`config.mk`:
```
export PLATFORM = sky130hd
export DESIGN_NAME = c499_key_loader
export DESIGN_NICKNAME = d
export VERILOG_FILES = /design/src/rtl/c499_key_pkg.sv /design/src/rtl/c499_key_chk.sv /design/src/rtl/c499_key_loader.sv
export SDC_FILE = /design/constraint.sdc
export NUM_CORES = 1
export LEC_CHECK = 0
export BUFFER_PORTS_ARGS = -buffer_cell sky130_fd_sc_hd__buf_2
export CORE_ASPECT_RATIO = 0.5
export CORE_UTILIZATION = 30
export CTS_CLUSTER_SIZE = 8
export DETAILED_ROUTE_END_ITERATION = 8
export GPL_ROUTABILITY_DRIVEN = 0
export PLACE_DENSITY = 0.5
export SLEW_MARGIN = 5
export SYNTH_ARGS = -nofsm -noshare
export SYNTH_HDL_FRONTEND = slang
export SYNTH_SLANG_ARGS = --single-unit
```
`constraint.sdc`:
```
create_clock -name clk -period 4 [get_ports clk]
set_input_delay 0.4 -clock clk [delete_from_list [all_inputs] [get_ports clk]]
set_output_delay 0.4 -clock clk [all_outputs]
set_load 0.005 [all_outputs]
```
`src/rtl/c499_key_pkg.sv`:
```
`default_nettype none
// ============================================================================
// Module  : c499_key_pkg
// Brief   : Shared widths and state encoding for the c499 key loader.
// Rev     : 1.0 - initial release
// ============================================================================
package c499_key_pkg;

    localparam int KEY_W_DEF   = 32;
    localparam int CHK_W_DEF   = 8;
    localparam int FRAME_W_DEF = KEY_W_DEF + CHK_W_DEF;
    localparam int CNT_W_DEF   = $clog2(FRAME_W_DEF + 1);

    typedef enum logic [1:0] {
        ST_IDLE   = 2'd0,
        ST_SHIFT  = 2'd1,
        ST_LOCKED = 2'd2,
        ST_ERROR  = 2'd3
    } state_e;

    // Counter must be able to hold the value FRAME_W itself, not just FRAME_W-1
    function automatic int cnt_width(input int frame_w);
        return $clog2(frame_w + 1);
    endfunction

endpackage
`default_nettype wire

```
`src/rtl/c499_key_chk.sv`:
```
`default_nettype none
// ============================================================================
// Module  : c499_key_chk
// Brief   : Combinational XOR fold of all CHK_W-bit slices of the key.
// Rev     : 1.0 - initial release
// ============================================================================
module c499_key_chk
    import c499_key_pkg::*;
#(
    parameter int KEY_W = KEY_W_DEF,
    parameter int CHK_W = CHK_W_DEF
) (
    input  logic [KEY_W-1:0] i_key,
    output logic [CHK_W-1:0] o_chk
);

    localparam int c_NSLICE = KEY_W / CHK_W;

    always_comb begin
        o_chk = '0;
        for (int i = 0; i < c_NSLICE; i++) begin
            o_chk = o_chk ^ i_key[i*CHK_W +: CHK_W];
        end
    end

endmodule
`default_nettype wire

```
`src/rtl/c499_key_loader.sv`:
```
`default_nettype none
// ============================================================================
// Module  : c499_key_loader
// Brief   : Serial, checksum-verified key loader for the locked c499 decoder.
// Rev     : 1.0 - initial release
// ============================================================================
module c499_key_loader
    import c499_key_pkg::*;
#(
    parameter int KEY_W = KEY_W_DEF,
    parameter int CHK_W = CHK_W_DEF
) (
    input  logic             clk,
    input  logic             rst,
    input  logic             key_sdi,
    input  logic             key_sen,
    input  logic             key_commit,
    input  logic             key_clear,
    output logic [KEY_W-1:0] key,
    output logic             key_valid,
    output logic             key_err,
    output logic             busy
);

    localparam int                 c_FRAME_W  = KEY_W + CHK_W;
    localparam int                 c_CNT_W    = cnt_width(c_FRAME_W);
    localparam logic [c_CNT_W-1:0] c_CNT_FULL = c_CNT_W'(c_FRAME_W);
    localparam logic [c_CNT_W-1:0] c_CNT_ONE  = c_CNT_W'(1);

    state_e               r_state;
    state_e               w_state_nxt;
    logic [c_FRAME_W-1:0] r_sr;
    logic [c_FRAME_W-1:0] w_sr_nxt;
    logic [c_CNT_W-1:0]   r_cnt;
    logic [c_CNT_W-1:0]   w_cnt_nxt;
    logic [KEY_W-1:0]     r_key;
    logic [KEY_W-1:0]     w_key_nxt;
    logic                 r_valid;
    logic                 r_err;
    logic                 r_busy;
    logic                 w_valid_nxt;
    logic                 w_err_nxt;
    logic                 w_busy_nxt;
    logic [CHK_W-1:0]     w_chk_calc;
    logic                 w_full;
    logic                 w_chk_ok;
    logic                 w_commit_ok;

    c499_key_chk #(
        .KEY_W (KEY_W),
        .CHK_W (CHK_W)
    ) u_chk (
        .i_key (r_sr[KEY_W-1:0]),
        .o_chk (w_chk_calc)
    );

    assign w_full      = (r_cnt == c_CNT_FULL);
    assign w_chk_ok    = (w_chk_calc == r_sr[c_FRAME_W-1:KEY_W]);
    assign w_commit_ok = w_full && w_chk_ok;

    always_ff @(posedge clk or posedge rst) begin
        if (rst) begin
            r_state <= ST_IDLE;
            r_sr    <= '0;
            r_cnt   <= '0;
            r_key   <= '0;
            r_valid <= 1'b0;
            r_err   <= 1'b0;
            r_busy  <= 1'b0;
        end else begin
            r_state <= w_state_nxt;
            r_sr    <= w_sr_nxt;
            r_cnt   <= w_cnt_nxt;
            r_key   <= w_key_nxt;
            r_valid <= w_valid_nxt;
            r_err   <= w_err_nxt;
            r_busy  <= w_busy_nxt;
        end
    end

    // Frame enters LSB first and shifts right, so after FRAME_W bits bit 0 sits at r_sr[0]
    always_comb begin
        w_state_nxt = r_state;
        w_sr_nxt    = r_sr;
        w_cnt_nxt   = r_cnt;
        if (key_clear) begin
            w_state_nxt = ST_IDLE;
            w_sr_nxt    = '0;
            w_cnt_nxt   = '0;
        end else begin
            case (r_state)
                ST_IDLE: begin
                    if (key_sen) begin
                        w_state_nxt = ST_SHIFT;
                        w_sr_nxt    = {key_sdi, r_sr[c_FRAME_W-1:1]};
                        w_cnt_nxt   = c_CNT_ONE;
                    end
                end
                ST_SHIFT: begin
                    if (key_commit) begin
                        w_state_nxt = w_commit_ok ? ST_LOCKED : ST_ERROR;
                    end else if (key_sen) begin
                        if (w_full) begin
                            w_state_nxt = ST_ERROR;
                        end else begin
                            w_sr_nxt  = {key_sdi, r_sr[c_FRAME_W-1:1]};
                            w_cnt_nxt = r_cnt + c_CNT_ONE;
                        end
                    end
                end
                default: begin
                    w_state_nxt = r_state;
                end
            endcase
        end
    end

    // The key register only ever holds a nonzero value while LOCKED
    always_comb begin
        w_valid_nxt = (w_state_nxt == ST_LOCKED);
        w_err_nxt   = (w_state_nxt == ST_ERROR);
        w_busy_nxt  = (w_state_nxt == ST_SHIFT);
        w_key_nxt   = '0;
        if (w_state_nxt == ST_LOCKED) begin
            w_key_nxt = (r_state == ST_LOCKED) ? r_key : r_sr[KEY_W-1:0];
        end
    end

    assign key       = r_key;
    assign key_valid = r_valid;
    assign key_err   = r_err;
    assign busy      = r_busy;

endmodule
`default_nettype wire

```
After elaboration in Yosys (flattened, before gate mapping)
Index checks and enable logic that the tools add are counted.

Register bits: 83. Latch bits: 0. Memory bits (writable): 0. Memory bits (read-only): 0. Input bits: 6. Output and inout bits: 35. Logic and storage cells: 48. Memories: 0.

Add/subtract/negate cells: 1. $mul: 0. Divide/modulo/power cells: 0. Magnitude comparators: 0. Eq/ne operators: 12. Shifts and indexed selects: 0. Mux-type cells: 21. Bitwise logic cells: 3. Reductions and logical operators: 4.

Operators with widths (count): 2-to-1 mux 40 bit (5); one-hot mux 40 bit (2 select lines) (1); 2-to-1 mux 32 bit (2); 2-to-1 mux 6 bit (5); XOR 8 bit (3); inequality test 3 bit (second input constant) (4); one-hot mux 6 bit (2 select lines) (1); 2-to-1 mux 2 bit (5); equality test 8 bit (1); adder 6 x 1 -> 6 bit (second input constant) (1); equality test 2 bit (second input constant) (3); equality test 6 bit (second input constant) (1); AND reduction 5 bit (1); equality test 2 x 1 -> 1 bit (second input constant) (2); one-hot mux 2 bit (2 select lines) (1); nonzero test 3 bit (1); zero test 2 bit (1); inequality test 2 bit (second input constant) (1); logical AND 1 bit (1); 2-to-1 mux 1 bit (1).

Longest topological paths before layout
Gate-level depths: netlist (run 1).

Depth in word-level cells: 11. Depth in mapped cells: 9. Gate-level depth less buffers: 7.

Modules after synthesis
A second synthesis (run 1) with hierarchy kept.

Cell total of the unflattened synthesis: 346. Area total of the unflattened synthesis: 4306.6 µm².

Modules (own cells, without submodules): c499_key_loader (times used 1, cells each 322, area an instance 4096.4 µm², sequential area each 2077.0 µm²); c499_key_chk (times used 1, cells each 24, area an instance 210.2 µm², sequential area each 0.0 µm²).

Least setup slack after synthesis (run 1)
No wires, ideal clock.

Path kind: reg2reg. From: register r_cnt[0]. To: register r_key[10] (netlist: key[10]). Setup time: 0.128 ns. Arrival time: 1.765 ns. Required time: 3.872 ns. Slack: 2.107 ns. Cell stages (with the launch flop): 10. Buffers on the path: 2. Clock period less this slack: 1.893 ns. Path through: dfrtp_1 > inv_1 > ha_1 > and4bb_2 > a31o_2 > a21o_1 > nand2b_1 > buf_2 > buf_2 > nor3_2.

Cells in the longest elaborated chain, start to end: 8. Elaborated cells between the ends (all ways): 11. Those cells by class: eq/ne: 3; mux: 7; reduce/logical: 1.

RTL lines: start, declared (RTL line c499_key_loader.sv:34) `logic [c_CNT_W-1:0] r_cnt;`; start signal, assigned (RTL line c499_key_loader.sv:73) `r_cnt <= w_cnt_nxt;`; equality test 6 bit * (RTL line c499_key_loader.sv:57) `assign w_full = (r_cnt == c_CNT_FULL);`; 2-to-1 mux 2 bit / logical AND 1 bit (equally long branches) (RTL line c499_key_loader.sv:103, c499_key_loader.sv:59); 2-to-1 mux 2 bit / 2-to-1 mux 1 bit (equally long branches) (RTL line c499_key_loader.sv:102, c499_key_loader.sv:101); 2-to-1 mux 2 bit * (RTL line c499_key_loader.sv:100) `if (key_commit) begin`; one-hot mux 2 bit (2 select lines) * (RTL line c499_key_loader.sv:91) `case (r_state)`; 2-to-1 mux 2 bit * (RTL line c499_key_loader.sv:86) `if (key_clear) begin`; equality test 2 bit * (RTL line c499_key_loader.sv:124) `if (w_state_nxt == ST_LOCKED) begin`; inequality test 2 bit (no line) / 2-to-1 mux 32 bit (equally long branches); end signal, assigned (RTL line c499_key_loader.sv:74) `r_key <= w_key_nxt;`; end, declared (RTL line c499_key_loader.sv:36) `logic [KEY_W-1:0] r_key;`.

Mark *: on every way between the ends. The rest lies on a longest branch, timed or not. A chain may end at the register's enable or synchronous reset.

Final worst setup path (run 1)
From: register r_cnt[0]. To: register r_key[28] (netlist: key[28]).

The elaborated chain is that of the path after synthesis.

==> results of run 1 <==
==> cell usage after synthesis (all sizes together), types with 2 or more instances <==
library cell	instances	share of area (%)
a21oi	45	5.6
a311oi	2	0.44
a31oi	2	0.69
and2	3	0.53
buf	8	1.5
clkbuf	15	1.4
dfrtp	83	52
ha	2	0.63
inv	6	0.56
mux2i	32	8.0
nand2	84	7.9
nand3	4	0.50
nor2b	2	0.31
nor3	36	8.5
nor4	2	0.47
o21ai	4	0.50
xnor2	9	2.0
xnor3	8	4.5
xor2	7	1.5
==> layout make-up <==
class | instances | area share [%]
multi-input cells | 254 | 38.7
flip-flops and latches | 83 | 45.0
clock inverters | 5 | 1.14
clock buffers | 11 | 5.26
inverters | 6 | 0.515
well taps | 170 | 4.61
repair buffers | 43 | 4.82
==> registers in the layout (all words and copies together), names as in the netlist <==
name and count:
busy 1, r_sr 40, key_err 1, key 32
r_cnt 6, key_valid 1, r_state 2
==> metrics by stage <==
step           area, µm²  util [%]  worst slack [ns]  cells  hold slack, ns
6_report            4620      36.1              1.39    572           0.141
2_1_floorplan       3990         -              1.46    366           0.477
3_3_place_gp        4320      33.8              1.39    556           0.524
3_5_place_dp        4320      33.8              1.36    556           0.531
4_1_cts             4620      36.1              1.35    572           0.176
5_1_grt             4620      36.1              1.23    572           0.216
==> kinds of logic (layout without fill, tap and decap cells) <==
logic type / Yosys count / in the layout / synth area share, %
simple gates: 137 / 137 / 19.3
flops: 83 / 83 / 52.0
compound gates: 59 / 59 / 8.46
buf+inv: 29 / 65 / 3.45
mux: 32 / 32 / 8.03
xor+xnor: 24 / 24 / 8.06
fa+ha+maj: 2 / 2 / 0.627
==> where the power goes <==
group	switching (mW)	internal (mW)
Combinational	0.0986	0.0254
Sequential	0.00502	0.845
Clock	0.331	0.497
Total	0.434	1.37
==> how the worst min path moves through the flow <==
stage	startpoint	end	slack [ns]	depth (start not counted)
after global placement	r_cnt[4]	r_cnt[4]	0.52	1
final	rst	key[25]	0.14	2
after detailed placement	r_cnt[4]	r_cnt[4]	0.53	1
after CTS	rst	key[24]	0.18	2
after floorplan	r_cnt[4]	r_cnt[4]	0.48	1
after global routing	rst	key[24]	0.22	2
==> worst max-delay path, stage by stage (launching register included) <==
cell	delay, ns
dfrtp_1	0.38
inv_1	0.08
ha_1	0.19
and4bb_2	0.23
and2_1	0.17
and4_1	0.20
a31oi_4	0.58
buf_4	0.47
nor3_1	0.11
==> routing by layer <==
layer / up-vias / part of all wire, % / wire length (µm)
li1: 1312 / - / -
met1: 1306 / 53 / 4860
met2: 52 / 41 / 3750
met3: 10 / 4.8 / 444
met4: 0 / 1.1 / 102
met5: - / 0 / 0
==> run metrics, run 1 <==
Fin. Hold Viols=0; RSZ-0062 raised after global routing=no; critical path class=flop to flop; number of flops mapped to enable cells by yosys=0; area of the multi-input gates=1790 µm²; # resized after CTS=0; Core Area=roughly 13,000 µm²; routed via count=2,680; Ant. Diodes=0; sequential area share after synthesis=a little over half; GRT Util Overall=about 15%; most frequent cells in the layout=nand2_1 (83), dfrtp_1 (83), a21oi_1 (45); first-pass GRT wire length=around 15 mm; WP data required=between 4 and 5 ns; synth unique cells=39; PortBufs=40; Fillers=roughly 1,300; CP Capture Type=flop; Hold-fix buffers, CTS=0; Final nets=roughly 400; TritonCTS Buffers=9; die width=around 170 µm; antenna violations before repair=0; leakage power figure=2.19 nW; total wire length=just over 9 mm; syn_nets=approximately 370; 1st-iter DRT viols=257; CTS H-Tree Depth=3; Starting Density=31.2%; r2r endpoint=key[28]; die area=between 10,000 and 15,000 µm²; GR Util met1=22.7%; VDD IR max=between 0.00015 and 0.0002 V; Worst R2R Path Depth=8; clock buffer depth=2; Reg area=2080 µm²; synthesized flop and latch total=83; worst clock skew=between 0.006 and 0.007 ns; DRC viols=0; vias per inst=4.69; drt first pass iters=4; Critical Path AT=between 2 and 3 ns; Pwr Total=between 1.5 and 2 mW; IO Pins=41; average cell area after synthesis=approximately 11 µm²; Synth Warn #=0; async set-reset flop share out of synthesis=100%; Setup Fix Bufs, Post-CTS=0; Power Density=~400 nW/µm²; met3 Use GR=4.17%; GRT busiest layer=met1; CTS tree=yes; Core Rows=29; detailed placement HPWL=slightly below 6 mm; Die Span Y=between 80 and 90 µm; Clock transition at path regs=about 0.06 ns; vias in the first global route=between 2,000 and 3,000; Max Cap Viol=0; Cell Area, Synth=roughly 4000 µm²; Most used DFF post-synth=dfrtp_1; R2R Setup Slk=1.39 ns; Crit Path Max Fanout=22; worst setup path end=key[28]; final setup vio count=0; Max Slew Vio Count=0; CP Launch Type=flop; Synth Instances=between 300 and 400; Tcrit/Tclk final=between 60% and 70%; Setup TNS Final=0 ns; Slew Limit Headroom=between 20% and 30%; root buffer cell=clkbuf_16; global route overflow=0; layout cells sized above 1=24.4%; Slew @ Worst Pin=1.14 ns; M2 GR Usage=approximately a fifth; pin count of the biggest net entering global routing=between 40 and 50; Sink Count=83; worst min path class=primary input to asynchronous set/reset pin; fin crit period=2.61 ns; DR WL/cell=approximately 16 µm; DRT antenna net count=0; launching point of the worst reg2reg path=r_cnt[0]; run status=completed; worst skew pair latency=approximately 0.34 ns; Max Fclk=383 MHz; Area growth syn-to-layout=15.7%; Critical path origin=r_cnt[0]
Power figures use the tool's default switching activity.
==> run 2: changes to the inputs <==
--- a/config.mk
+++ b/config.mk
@@ -11,7 +11,7 @@
 export CTS_CLUSTER_SIZE = 8
 export DETAILED_ROUTE_END_ITERATION = 8
 export GPL_ROUTABILITY_DRIVEN = 0
-export PLACE_DENSITY = 0.5
+export PLACE_DENSITY = 0.52
 export SLEW_MARGIN = 5
 export SYNTH_ARGS = -nofsm -noshare
 export SYNTH_HDL_FRONTEND = slang
==> constraint.sdc (replaced) <==
create_clock -name clk -period 2.3 [get_ports clk]
set_input_delay 0.23 -clock clk [delete_from_list [all_inputs] [get_ports clk]]
set_output_delay 0.23 -clock clk [all_outputs]
set_load 0.005 [all_outputs]
==> run metrics, run 2 (synthesis results as in run 1) <==
run status=completed (unchanged); Die Span Y=83.6 µm (unchanged); Max Fclk=476 MHz (was 383 MHz); Tcrit/Tclk final=91.3% (was 65.3%); Setup Fix Bufs, Post-CTS=0 (unchanged); slowest CP cell=xnor3_2 (was a31oi_4); # resized after CTS=0 (unchanged); total wire length=9.35 mm (was 9.16 mm); Max Cap Viol=0 (unchanged); IO Pins=41 (unchanged); Slew Limit Headroom=59.6% (was 23.7%); CTS H-Tree Depth=3 (unchanged); Ant. Diodes=0 (unchanged); global route overflow=0 (unchanged); WP data required=2.57 ns (was 4.17 ns); critical path class=flop to flop (unchanged); drt first pass iters=4 (unchanged); DRT antenna net count=0 (unchanged); worst clock skew=0.0105 ns (was 0.00696 ns); PortBufs=40 (unchanged); Largest Register=r_sr (unchanged); routed via count=2,775 (was 2,680); Reg area=2080 µm² (unchanged); GRT Util Overall=14.9% (was 14.7%); Worst R2R Path Depth=6 (was 8); vias in the first global route=2,708 (was 2,664); post-route design area=4830 µm² (was 4620 µm²); Max Slew Vio Count=0 (unchanged); Critical Path AT=2.37 ns (was 2.78 ns); Power Density=687 nW/µm² (was 390 nW/µm²); Crit Path Max Fanout=13 (was 22); Sink Count=83 (unchanged); layout cells sized above 1=26.3% (was 24.4%); CTS tree=yes (unchanged); r2r endpoint=key[14] (was key[28]); area of the multi-input gates=1790 µm² (about the same); Core Area=12,800 µm² (unchanged); number of flip-flops under the largest register name=40 (unchanged); hold path endpoint=r_sr[39]; Fin. Hold Viols=0 (unchanged); slowest stage delay, CP=0.49 ns (was 0.58 ns); Hold Crit Start=key_sdi; Hold-fix buffers, CTS=1 (was 0); pin count of the biggest net entering global routing=44 (was 49); Clock transition at path regs=0.07 ns (was 0.06 ns); Fillers=1,253 (was 1,272); VDD IR max=0.000430 V (was 0.000185 V); CP Launch Type=flop (unchanged); 1st-iter DRT viols=171 (was 257); final setup vio count=0 (unchanged); Core Rows=29 (unchanged); DRC viols=0 (unchanged); Area growth syn-to-layout=21.0% (was 15.7%); CP Capture Type=flop (unchanged); detailed placement HPWL=6.21 mm (was 5.88 mm); fin crit period=2.10 ns (was 2.61 ns); most frequent cells in the layout=nand2_1 (83), dfrtp_1 (83), a21oi_1 (45) (unchanged); DR WL/cell=16.0 µm (about the same); leakage power figure=2.29 nW (was 2.19 nW); Setup TNS Final=0 ns (unchanged); TritonCTS Buffers=9 (unchanged); Placement Cell Area=4490 µm² (was 4320 µm²); Final nets=417 (was 405); Worst Hold Depth=3; vias per inst=4.75 (was 4.69); root buffer cell=clkbuf_16 (unchanged); RSZ-0062 raised after global routing=no (unchanged); cell chain of the critical path=xnor3_2 -> xnor2_1 -> nor4_2 -> a31oi_4 -> buf_4 -> nor3_2 (was inv_1 -> ha_1 -> and4bb_2 -> and2_1 -> and4_1 -> a31oi_4 -> buf_4 -> nor3_1); die width=165 µm (unchanged); antenna violations before repair=0 (unchanged); Slew @ Worst Pin=0.605 ns (was 1.14 ns); R2R Setup Slk=0.20 ns (was 1.39 ns); Starting Density=31.2% (unchanged); worst skew pair latency=0.34 ns (about the same); worst min path class=primary input to flop (was primary input to asynchronous set/reset pin); die area=13,800 µm² (unchanged); clock buffer depth=2 (unchanged); first-pass GRT wire length=15.7 mm (was 15.4 mm); launching point of the worst reg2reg path=r_sr[19] (was r_cnt[0])
==> run 2: critical path: cells and delay by family (launching register included) <==
kind	cells	cell delay (ns)
AOI/OAI and AO/OA	1	0.15
xor gates and xnor gates	2	0.64
buffers and inverters	1	0.25
DFF	1	0.45
and+or+nand+nor	2	0.54
==> run 2: how the worst max path moves through the flow <==
stage                   from      end  depth (start not counted)
CTS                 r_sr[19]  key[17]                          6
detailed placement  r_sr[19]  key[12]                          6
global route        r_sr[19]  key[13]                          6
finish              r_sr[19]  key[14]                          6
global placement    r_sr[19]  key[13]                          6
floorplan           r_cnt[0]  key[10]                          9
==> run 2: cell type report <==
type | count | share of cell area [%]
Clock inverter | 7 | 2.05
Inverter | 6 | 0.544
Sequential cell | 83 | 43.0
Clock buffer | 9 | 4.66
Multi-Input combinational cell | 254 | 37.0
Tap cell | 170 | 4.41
Timing Repair Buffer | 55 | 8.34
==> run 2: per-stage QoR <==
stage          util [%]  worst slack [ns]  std cells  hold slack [ns]  total power, mW
5_1_grt            37.7            0.0624        584            0.138             3.45
4_1_cts            37.7             0.187        584            0.132             3.35
3_3_place_gp       35.1             0.211        567            0.342             1.77
3_5_place_dp       35.1             0.192        567            0.343             1.77
2_1_floorplan         -             0.407        366            0.361             1.67
6_report           37.7             0.200        584            0.141             3.32
==> run 2: metal layers <==
metal / up-vias / track usage (%) / wire length (µm)
met4: 0 / 4.25 / 107
met1: 1361 / 23.0 / 4950
li1: 1346 / - / -
met3: 11 / 4.02 / 471
met5: - / 0 / 0
met2: 57 / 19.8 / 3820
==> run 2: power breakdown <==
group          switching, mW  internal [mW]  leakage (nW)  total (mW)
sequential           0.00927           1.47          1.15        1.48
combinational          0.180         0.0769         0.978       0.257
clock                  0.624          0.959         0.156        1.58
total                  0.812           2.50          2.29        3.32
